`config.mk`:
```
export PLATFORM = sky130hd
export DESIGN_NAME = ir_rx_nec_decoder
export DESIGN_NICKNAME = d
export VERILOG_FILES = /design/src/rtl/ir_rx_nec_decoder.sv
export SDC_FILE = /design/constraint.sdc
export NUM_CORES = 1
export LEC_CHECK = 0
export CAP_MARGIN = 30
export CORE_ASPECT_RATIO = 0.5
export CORE_MARGIN = 2
export CORE_UTILIZATION = 60
export CTS_CLUSTER_SIZE = 40
export DETAILED_ROUTE_END_ITERATION = 6
export HOLD_SLACK_MARGIN = 0.15
export PLACE_DENSITY = 0.8
export SLEW_MARGIN = 25
export SYNTH_ARGS = -nofsm -noshare
export SYNTH_HDL_FRONTEND = slang
export SYNTH_SLANG_ARGS = --single-unit
```
`constraint.sdc`:
```
create_clock -name clk -period 3 [get_ports clk]
set_clock_uncertainty 0.1 [all_clocks]
set_input_delay 0.6 -clock clk [delete_from_list [all_inputs] [get_ports clk]]
set_output_delay 0.6 -clock clk [all_outputs]
set_load 0.01 [all_outputs]
```
`src/rtl/ir_rx_nec_decoder.sv`:
```
`timescale 1ns/1ps
// NEC IR frame receiver: synchronises and deglitches ir_rx_n, times marks and
// spaces in quarter-unit ticks, decodes frames/repeats into a valid/ack output.
module ir_rx_nec_decoder #(
  parameter int unsigned PRESCALE  = 1688,
  parameter bit          CHECK_INV = 1'b1
) (
  input  logic        clk,
  input  logic        rst,
  input  logic        en,
  input  logic        ir_rx_n,
  input  logic        ir_tx_busy,
  input  logic        rx_ack,
  output logic        rx_valid,
  output logic [15:0] rx_data,
  output logic        rx_repeat,
  output logic        rx_ovf,
  output logic        rx_err,
  output logic        rx_busy
);

  localparam int unsigned   PW      = (PRESCALE < 2) ? 1 : $clog2(PRESCALE);
  localparam logic [PW-1:0] PRE_MAX = PW'(PRESCALE - 1);

  typedef enum logic [2:0] {
    S_IDLE,
    S_LEAD_MARK,
    S_LEAD_SPACE,
    S_BIT_MARK,
    S_BIT_SPACE,
    S_STOP_MARK
  } state_t;

  logic          r_sync1;
  logic          r_sync2;
  logic          w_mark;
  logic [PW-1:0] r_pre;
  logic          w_tick;
  logic          w_blank;
  logic          r_filt;
  logic [1:0]    r_agree;
  logic          w_fedge;
  logic [6:0]    r_cnt;
  logic [6:0]    w_len;

  state_t        r_state;
  logic [4:0]    r_bitcnt;
  logic [31:0]   r_shreg;
  logic          r_rep;
  logic          r_err;
  logic          r_busy;

  logic [15:0]   r_last;
  logic          r_last_vld;
  logic          r_valid;
  logic [15:0]   r_data;
  logic          r_repeat;
  logic          r_ovf;

  logic          w_win_lead_mark;
  logic          w_win_lead_frame;
  logic          w_win_lead_rep;
  logic          w_win_short;
  logic          w_win_long;
  logic          w_stop_end;
  logic          w_inv_ok;
  logic          w_frame_ok;
  logic          w_frame_bad;
  logic          w_rep_ok;
  logic          w_deliver;
  logic [15:0]   w_dlv_data;

  assign w_blank = !en || ir_tx_busy;
  assign w_mark  = ~r_sync2;
  assign w_tick  = (r_pre == PRE_MAX);

  always_ff @(posedge clk) begin
    if (rst) begin
      r_sync1 <= 1'b1;
      r_sync2 <= 1'b1;
    end else begin
      r_sync1 <= ir_rx_n;
      r_sync2 <= r_sync1;
    end
  end

  always_ff @(posedge clk) begin
    if (rst || !en) begin
      r_pre <= '0;
    end else if (w_tick) begin
      r_pre <= '0;
    end else begin
      r_pre <= r_pre + 1'b1;
    end
  end

  // Filtered level flips on the third consecutive disagreeing tick sample.
  assign w_fedge = w_tick && (w_mark != r_filt) && (r_agree == 2'd2);

  always_ff @(posedge clk) begin
    if (rst || w_blank) begin
      r_filt  <= 1'b0;
      r_agree <= '0;
    end else if (w_tick) begin
      if (w_mark == r_filt) begin
        r_agree <= '0;
      end else if (r_agree == 2'd2) begin
        r_filt  <= w_mark;
        r_agree <= '0;
      end else begin
        r_agree <= r_agree + 2'd1;
      end
    end
  end

  // w_len counts the current tick, so at an edge it equals the full segment length.
  assign w_len = (r_cnt == 7'd127) ? 7'd127 : r_cnt + 7'd1;

  always_ff @(posedge clk) begin
    if (rst || w_blank) begin
      r_cnt <= '0;
    end else if (w_tick) begin
      r_cnt <= w_fedge ? '0 : w_len;
    end
  end

  assign w_win_lead_mark  = (w_len >= 7'd56) && (w_len <= 7'd72);
  assign w_win_lead_frame = (w_len >= 7'd28) && (w_len <= 7'd36);
  assign w_win_lead_rep   = (w_len >= 7'd14) && (w_len <= 7'd20);
  assign w_win_short      = (w_len >= 7'd2)  && (w_len <= 7'd6);
  assign w_win_long       = (w_len >= 7'd7)  && (w_len <= 7'd14);

  // Completion is resolved in the stop-mark end cycle itself, so delivery
  // and the inverse check need no separate state.
  assign w_stop_end  = !w_blank && w_fedge && (r_state == S_STOP_MARK) && w_win_short;
  assign w_inv_ok    = (r_shreg[15:8] == ~r_shreg[7:0]) && (r_shreg[31:24] == ~r_shreg[23:16]);
  assign w_frame_ok  = w_stop_end && !r_rep && (!CHECK_INV || w_inv_ok);
  assign w_frame_bad = w_stop_end && !r_rep && CHECK_INV && !w_inv_ok;
  assign w_rep_ok    = w_stop_end && r_rep && r_last_vld;
  assign w_deliver   = w_frame_ok || w_rep_ok;
  assign w_dlv_data  = r_rep ? r_last : {r_shreg[23:16], r_shreg[7:0]};

  always_ff @(posedge clk) begin
    if (rst) begin
      r_state  <= S_IDLE;
      r_busy   <= 1'b0;
      r_err    <= 1'b0;
      r_bitcnt <= '0;
      r_shreg  <= '0;
      r_rep    <= 1'b0;
    end else begin
      r_err <= 1'b0;
      if (w_blank) begin
        r_state <= S_IDLE;
        r_busy  <= 1'b0;
      end else if (w_tick && w_fedge) begin
        case (r_state)
          S_IDLE: begin
            if (w_mark) begin
              r_state <= S_LEAD_MARK;
              r_busy  <= 1'b1;
            end
          end
          S_LEAD_MARK: begin
            if (w_win_lead_mark) begin
              r_state <= S_LEAD_SPACE;
            end else begin
              r_state <= S_IDLE;
              r_busy  <= 1'b0;
              r_err   <= 1'b1;
            end
          end
          S_LEAD_SPACE: begin
            if (w_win_lead_frame) begin
              r_state  <= S_BIT_MARK;
              r_bitcnt <= '0;
              r_rep    <= 1'b0;
            end else if (w_win_lead_rep) begin
              r_state <= S_STOP_MARK;
              r_rep   <= 1'b1;
            end else begin
              r_state <= S_IDLE;
              r_busy  <= 1'b0;
              r_err   <= 1'b1;
            end
          end
          S_BIT_MARK: begin
            if (w_win_short) begin
              r_state <= S_BIT_SPACE;
            end else begin
              r_state <= S_IDLE;
              r_busy  <= 1'b0;
              r_err   <= 1'b1;
            end
          end
          S_BIT_SPACE: begin
            if (w_win_short || w_win_long) begin
              r_shreg  <= {w_win_long, r_shreg[31:1]};
              r_bitcnt <= r_bitcnt + 5'd1;
              r_state  <= (r_bitcnt == 5'd31) ? S_STOP_MARK : S_BIT_MARK;
            end else begin
              r_state <= S_IDLE;
              r_busy  <= 1'b0;
              r_err   <= 1'b1;
            end
          end
          S_STOP_MARK: begin
            r_state <= S_IDLE;
            r_busy  <= 1'b0;
            r_err   <= !w_win_short || w_frame_bad;
          end
          default: begin
            r_state <= S_IDLE;
            r_busy  <= 1'b0;
          end
        endcase
      end else if (w_tick && (r_state != S_IDLE) && (w_len == 7'd127)) begin
        r_state <= S_IDLE;
        r_busy  <= 1'b0;
        r_err   <= 1'b1;
      end
    end
  end

  always_ff @(posedge clk) begin
    if (rst) begin
      r_last     <= '0;
      r_last_vld <= 1'b0;
    end else if (!en) begin
      r_last_vld <= 1'b0;
    end else if (w_frame_ok) begin
      r_last     <= w_dlv_data;
      r_last_vld <= 1'b1;
    end
  end

  always_ff @(posedge clk) begin
    if (rst) begin
      r_valid  <= 1'b0;
      r_data   <= '0;
      r_repeat <= 1'b0;
      r_ovf    <= 1'b0;
    end else if (w_deliver) begin
      if (!r_valid || rx_ack) begin
        r_valid  <= 1'b1;
        r_data   <= w_dlv_data;
        r_repeat <= r_rep;
        r_ovf    <= 1'b0;
      end else begin
        r_ovf <= 1'b1;
      end
    end else if (r_valid && rx_ack) begin
      r_valid <= 1'b0;
      r_ovf   <= 1'b0;
    end
  end

  assign rx_valid  = r_valid;
  assign rx_data   = r_data;
  assign rx_repeat = r_repeat;
  assign rx_ovf    = r_ovf;
  assign rx_err    = r_err;
  assign rx_busy   = r_busy;

endmodule
```
==> results summary, run 1 <==
The run finished with clean final reports. The final cell utilization of the core is a little under three quarters. The number of endpoints with negative hold slack in the final report came out at 0.

The leakage power of the design came out at 2.15 nW. The overall power of the completed layout is 2.59 mW. From synthesis to final layout, the design area changed by 14.0%. In this run the worst path has a maximum fanout of 9. After synthesis, the largest family of logic cells by area is simple AND/OR/NAND/NOR gates. The weighted congestion at the end of routability-driven global placement came out at between 0.9 and 1. The gate count after technology mapping is 589.

The number of different library cells used by synthesis comes to 65. The first-pass GRT wire length came out at about 19,000 microns. The global routing usage on met3 came out at 6.03%. After detailed routing, the number of remaining DRC violations is 0.

After detailed routing, the average wire length per cell comes to 15.3 microns. The number of global-route vias before repair is 3,918. For the worst-skew pair, the clock arrives at the later sink with an insertion delay of roughly 0.35 ns. The final net count is 615.

The number of warnings printed during yosys synthesis is 0. The portion of synthesized cell area occupied by the leading cell type is 40.3%. The final-report setup violation count is 0. The worst setup path is captured at a flip-flop. The number of clock buffers inserted by TritonCTS came out at 9. The global router's overall resource usage came out at approximately a quarter. Counting cells, the worst reg-to-reg path comes to 9. The data arrival time of the critical path is between 3 and 4 ns.

Detailed routing inserted a total of 4,153 vias. The via-per-instance ratio came out at around 5.8. The relative contribution of sequential cells to total power is 52.4%. After synthesis, flip-flops and latches occupy approximately 40% of the total area. STA classifies the critical path startpoint as a flip-flop.

The number of register bits inferred by synthesis came out at 102. Clock tree synthesis selected as its root buffer the cell clkbuf_16. TritonCTS built the clock tree. The post-synthesis mux area share came out at 10.5%. The vertical die dimension is 69 microns. The internal power summed over all cells came out at 2.02 mW.

Setup repair after global routing left no endpoint under its margin. For this run, the leading register cell type out of synthesis is dfxtp_1. The number of clock sinks came out at 102. The synthesized-area fraction occupied by adder cells came out at less than 1%.

The net switching power is about 0.57 mW. The fmax came out at ~340 MHz. The fraction of registers with async set/reset is 0%. The final period utilization came out at 96.9%. The combinational cell fraction of total power is around 1.5%.

After Yosys synthesis, XOR and XNOR cells account for 5.87% of the synthesized area. The effective utilization at floorplan is between 60% and 70%. In this run the most used layer during global routing was met2.

0 antenna diodes ended up in the layout. For this run, global-route usage on met2 was measured as a little over two fifths. The number of slew-limit violations in the final report came out at 0.

Once detail routing completed, the nets flagged for antenna violations numbered 0. The clock passes through at most 2 buffers. The cell count of the worst hold path came out at 1. The share of total power consumed by net switching came out at between 20% and 30%. The fraction of final layout cells with drive strength greater than 1 came out at 13.0%. The number of primary I/O pins is 27. The initial antenna violation count is 0.

Data on the critical path is required at its endpoint by about 3.1 ns. The die outline area is between 0.009 and 0.01 sq mm. The HPWL after detailed placement came out at 7470 microns. The power density normalized to cell area came out at 449 mW/mm^2. By area the synthesized netlist is led by dfxtp_1 40%, mux2i_1 6.7%, nand2_1 6.3%, nor2_1 5.3%, a21oi_1 4.9%. Measured along the x axis, the die boundary spans 134 microns.

The netlist area before placement came out at roughly 0.0051 sq mm. The synthesized netlist devotes 13.7% of its cell area to compound gates. The number of max-cap violations came out at 0.

The wire length reported by the detailed router is 11,000 microns. The count of buffers inserted at the top-level ports is 26. The slew at the pin with the worst max-slew slack came out at 0.673 ns. The total negative slack for setup checks came out at 0 ns. The area of the placeable core came out at 0.00809 sq mm. The post-synthesis net count came out at 599. The H-tree depth reported by CTS came out at 3. In the global route stage, met1 resource usage came out at 32.4%. The class of the most critical setup path is flip-flop to flip-flop. The worst pin sits at a relative slew slack of 54.8%. Counting I/O delays and the setup requirement, the final critical path takes just under 3 ns. The clock-pin transition on the worst setup and hold timing paths is roughly 0.070 ns. The first-pass iteration count of the detailed router is 7. The DRC violation total after the first TritonRoute iteration came out at about 280. The worst-case IR drop observed on VDD is 0.415 mV. The simple-gate share of the synthesized area is between 20% and 30%. The number of placement rows is 23.

The path class of the tightest hold or removal check is flip-flop to flip-flop. The synthesized area per cell came out at between 8 and 9 sq um. The number of hold buffers added after CTS came out at 0. The number of enable-type register cells in the synthesized netlist came out at 0.

Entering global routing, the biggest net connects between 40 and 50 pins. Global routing finished with a remaining overflow of 0. The largest area contributor in the synthesized netlist is dfxtp_1. The share of total power in the clock network is 46.1%.
==> registers in the layout, indices dropped and copies added (netlist names), 2 cells and up <==
name / flops
r_shreg: 32
r_bitcnt: 5
r_pre: 11
r_state: 3
r_agree: 2
rx_data: 16
r_cnt: 7
r_last: 16
==> worst max-delay path, stage by stage (launching register included) <==
cell     delay, ns
dfxtp_1       0.31
ha_1          0.31
buf_4         0.21
a31oi_1       0.25
a21oi_1       0.15
or4_1         0.54
o32ai_4       0.29
and4_4        0.31
nor2_1        0.07
a31o_2        0.25
==> per-layer routing <==
metal | routed length [microns] | vias to the layer above | part of all wire, %
met5 | 0 | - | 0
met4 | 97 | 0 | 0.88
met3 | 465 | 10 | 4.2
met2 | 5250 | 85 | 48
met1 | 5230 | 1973 | 47
li1 | - | 2085 | -
==> cells in the mapped netlist (3+ instances only) <==
master,number
dfxtp_1,102
nand2_1,85
nor2_1,71
a21oi_1,50
mux2i_1,34
xor2_1,24
clkbuf_1,23
mux2_2,16
nand3_1,12
o21ai_0,12
a211oi_1,11
xnor2_1,10
inv_1,9
buf_2,8
nand2b_1,8
nor3_1,8
a31oi_1,5
and3_1,5
nand4_1,5
or2_2,5
a31o_2,4
buf_4,4
buf_6,4
ha_1,4
nor3b_1,4
or3_1,4
and2_1,3
nand3b_1,3
nand4b_1,3
nor2b_1,3
o32ai_1,3
==> stage by stage <==
step           std cells  hold slack (ns)  area [sq um]  worst slack (ns)
6_report             721            0.318          5780            0.0930
5_1_grt              721            0.340          5780            0.0162
4_1_cts              720            0.321          5740            0.0547
3_5_place_dp         705            0.302          5440            0.0789
3_3_place_gp         705            0.294          5440             0.103
2_1_floorplan        589            0.289          5070             0.398
==> cells by family after synthesis <==
kind of cell               count (synthesis)
xor gates and xnor gates                  34
and+or+nand+nor                          240
DFF                                      102
adders and majority gates                  4
AOI/OAI and AO/OA                        108
buffers and inverters                     50
muxes                                     51
==> layout make-up <==
| class | count | area [sq um] |
|---|---|---|
| timing repair buffer | 46 | 430 |
| inverter | 9 | 33.8 |
| multi-input combinational | 437 | 2830 |
| fill | 635 | 2310 |
| clock buffer | 9 | 225 |
| sequential | 102 | 2040 |
| clock inverter | 6 | 75.1 |
| tap | 112 | 140 |
==> final timing paths <==
check                        start                  endpoint  slack (ns)
min             r_sync1$_SDFF_PP1_        r_sync2$_SDFF_PP1_        0.32
max          r_cnt[0]$_SDFFE_PP0N_  r_bitcnt[0]$_SDFFE_PP0P_        0.09
min reg2reg     r_sync1$_SDFF_PP1_        r_sync2$_SDFF_PP1_        0.32
max reg2reg  r_cnt[0]$_SDFFE_PP0N_  r_bitcnt[0]$_SDFFE_PP0P_        0.09
==> timing repair <==
action,CTS,global route
setup buffers,0,1
endpoints found under the setup margin,0,35
resized for setup,0,6
==> power groups by stage <==
stage          Sequential (mW)  Combinational [mW]  Clock [mW]
3_5_place_dp              1.39              0.0392           0
4_1_cts                   1.36              0.0393        1.21
6_report                  1.36              0.0393        1.19
5_1_grt                   1.36              0.0432        1.27
2_1_floorplan             1.39              0.0258           0
3_3_place_gp              1.39              0.0390           0
==> placed cells by master, fill, tap and decap left out, types with 7 or more instances in the layout <==
master | synthesis | final
mux2_2 | 16 | 16
nand2b_1 | 8 | 8
mux2i_1 | 34 | 34
clkbuf_16 | 0 | 9
xnor2_1 | 10 | 10
dfxtp_1 | 102 | 102
o21ai_0 | 12 | 12
nor3_1 | 8 | 7
a211oi_1 | 11 | 11
xor2_1 | 24 | 24
inv_1 | 9 | 9
nand3_1 | 12 | 12
clkdlybuf4s50_1 | 0 | 25
buf_4 | 4 | 18
nand2_1 | 85 | 85
a21oi_1 | 50 | 49
nor2_1 | 71 | 71
No activity file was read; power rests on OpenSTA's default activity.
==> run 2: changes to the inputs <==
--- a/config.mk
+++ b/config.mk
@@ -6,7 +6,7 @@
 export NUM_CORES = 1
 export LEC_CHECK = 0
 export CAP_MARGIN = 30
-export CORE_ASPECT_RATIO = 0.5
+export CORE_ASPECT_RATIO = 1.4
 export CORE_MARGIN = 2
 export CORE_UTILIZATION = 60
 export CTS_CLUSTER_SIZE = 40
==> results summary, run 2 (synthesis gave the netlist of run 1 again) <==
The number of primary I/O pins is 27. The number of fill cells in the layout is 651. The area added between synthesis and finish came out at 14.6%. By startpoint and endpoint, the worst setup path is classified as flip-flop to flip-flop.

The detailed router finished its first iteration with 199 violations. In the final layout, flip-flops and latches occupy 0.00204 sq mm. The number of hold buffers added after CTS is 0. The data required time at the worst endpoint came out at 3.13 ns.

The final net count is 623. The number of clock buffers inserted by TritonCTS is 9. The number of placed instances, taps included came out at about 700. The post-detailed-route count of antenna-violating nets came out at 0. Clock tree synthesis found a total of 102 sinks. The die outline area came out at 0.00921 sq mm. The initial antenna violation count came to 0.

The worst register-to-register path begins at r_pre[0]$_SDFF_PP0_. The clock tree root buffer cell is clkbuf_16. The worst setup path is launched from a flip-flop. The critical hold path startpoint is r_sync1$_SDFF_PP1_. Summed over all nets, the half-perimeter wirelength after detailed placement is ~7700 microns. The die outline width is between 80 and 90 microns.

The maximum fanout along the worst path is 16. The clock latency at the later pin of the worst-skew pair is roughly 0.34 ns. The global router's overall resource usage is 25.6%. The number of flip-flops under the largest register name is 32. The via count of the routed design came out at 4,260.

Counting along the longest clock path gives a buffer depth of 2. The final-report setup violation count is 0. Setup repair after global routing left no endpoint under its margin. The DRC violation count after routing came out at 0. The number of max-cap violations is 0. The effective utilization at floorplan came out at 61.8%. Summed over all layers, the routed wires come to approximately 11,000 microns.

The data arrival time of the critical path is roughly 3.0 ns. For hold timing, the worst endpoint is r_sync2$_SDFF_PP1_. The die is 113 microns tall. The area of the placeable core came out at 0.00820 sq mm. The run finished with clean final reports. In this run the critical register-to-register path is captured at rx_data[12]$_SDFFE_PP0P_. The first global-routing pass estimated 18,700 microns of wire. TritonCTS built the clock tree. The max-slew headroom at the worst pin came out at 38.7%. The maximum number of pins on one net before global-route repair came out at slightly above 40. Clock-pin slew was measured on the worst setup and hold paths at 0.07 ns. The number of placement rows came out at 39. The capturing element type of the critical path is a flip-flop. The weighted congestion at the end of routability-driven global placement came out at 0.951. The first-pass iteration count of the detailed router is 4.

The number of global-route vias before repair is 4,093. The residual overflow from global routing came out at 0. The number of cells traversed by the worst register-to-register path is 9. Across all register-to-register paths, the minimum setup slack is 0.17 ns. The cell count of the worst hold path came out at 1. In the final timing run, aggregate negative setup slack is 0 ns. The via-per-instance ratio is between 5 and 6. The worst hold path belongs to the class flip-flop to flip-flop.

For this run, the number of standard cells in the final layout without fillers is 720. The number of endpoints with negative hold slack in the final report is 0. The library cells used most frequently in the layout, excluding fill and tap cells, are 102 x dfxtp_1, 85 x nand2_1, 71 x nor2_1. The routed wirelength normalized by instance count is roughly 16 microns.

Counting flops per register, the top entry is r_shreg. The H-tree depth reported by CTS is 3. The final critical delay including setup and external delays came out at 2.83 ns. The number of inserted diodes came out at 0. The power density normalized to cell area came out at 442 mW/mm^2. The final period utilization is 94.3%.

In this run the tool buffered the top-level ports with 26 buffer cells. The fraction of final layout cells with drive strength greater than 1 is 14.1%. The fmax is 354 MHz. Across the VDD grid, the largest voltage drop is between 0.4 and 0.5 mV. The combined area of the multi-input logic cells came out at 0.00281 sq mm.

The slew at the pin with the worst max-slew slack is ~0.91 ns. The most common cell after layout, fill and taps aside is dfxtp_1. The number of slew-limit violations in the final report is 0. The leakage power of the design came out at about 2.2 nW.
-- run 2: layout make-up --
| type | count | share of cell area [%] |
|---|---|---|
| flip-flops and latches | 102 | 35.1 |
| repair buffers | 54 | 8.44 |
| well taps | 102 | 2.20 |
| clock buffers | 11 | 4.18 |
| inverters | 9 | 0.582 |
| clock inverters | 5 | 1.01 |
| multi-input cells | 437 | 48.4 |
-- run 2: power breakdown --
group	leakage (nW)	total, mW	internal (mW)	switching, mW
clock	0.142	1.17	0.670	0.499
combinational	1.22	0.0420	0.0133	0.0287
sequential	0.822	1.36	1.36	0.00208
total	2.18	2.57	2.04	0.530
-- run 2: worst max path at each step --
stage,start,endpoint,slack [ns]
2_1_floorplan,r_cnt[0]$_SDFFE_PP0N_,r_bitcnt[1]$_SDFFE_PP0P_,0.40
3_3_place_gp,r_cnt[0]$_SDFFE_PP0N_,r_last[5]$_SDFFE_PP0P_,0.20
3_5_place_dp,r_cnt[0]$_SDFFE_PP0N_,r_last[15]$_SDFFE_PP0P_,0.11
4_1_cts,r_cnt[0]$_SDFFE_PP0N_,rx_ovf$_SDFFE_PP0P_,0.04
5_1_grt,r_pre[0]$_SDFF_PP0_,rx_data[12]$_SDFFE_PP0P_,0.02
6_report,r_pre[0]$_SDFF_PP0_,rx_data[12]$_SDFFE_PP0P_,0.17
-- run 2: what timing repair did --
item                       CTS  global route
setup buffers                0             1
resized for setup            0             3
setup endpoints to repair    0            71
-- run 2: per-stage QoR --
step	setup WS [ns]	area, sq um	hold WS [ns]	utilization, %	power, mW
global route	0.0223	5810	0.342	70.9	2.64
finish	0.172	5810	0.320	70.9	2.57
CTS	0.0415	5780	0.326	70.6	2.59
global placement	0.203	5480	0.303	66.9	1.43
detailed placement	0.112	5480	0.301	66.9	1.43
floorplan	0.398	5070	0.289	-	1.41
-- run 2: per-layer routing --
metal	wire length (microns)	track usage, %	up-vias
li1	-	-	2095
met1	4660	29.5	2027
met2	5710	43.6	95
met3	366	4.63	43
met4	540	14.6	0
met5	0	0	-
-- run 2: critical path, stage by stage, from the launching register on --
cell       delay (ns)
dfxtp_1          0.38
ha_1             0.26
nand4bb_4        0.16
or4_4            0.60
nor2_1           0.14
nand3_1          0.18
a2111o_1         0.46
buf_12           0.19
mux2i_1          0.17
nor2_1           0.05
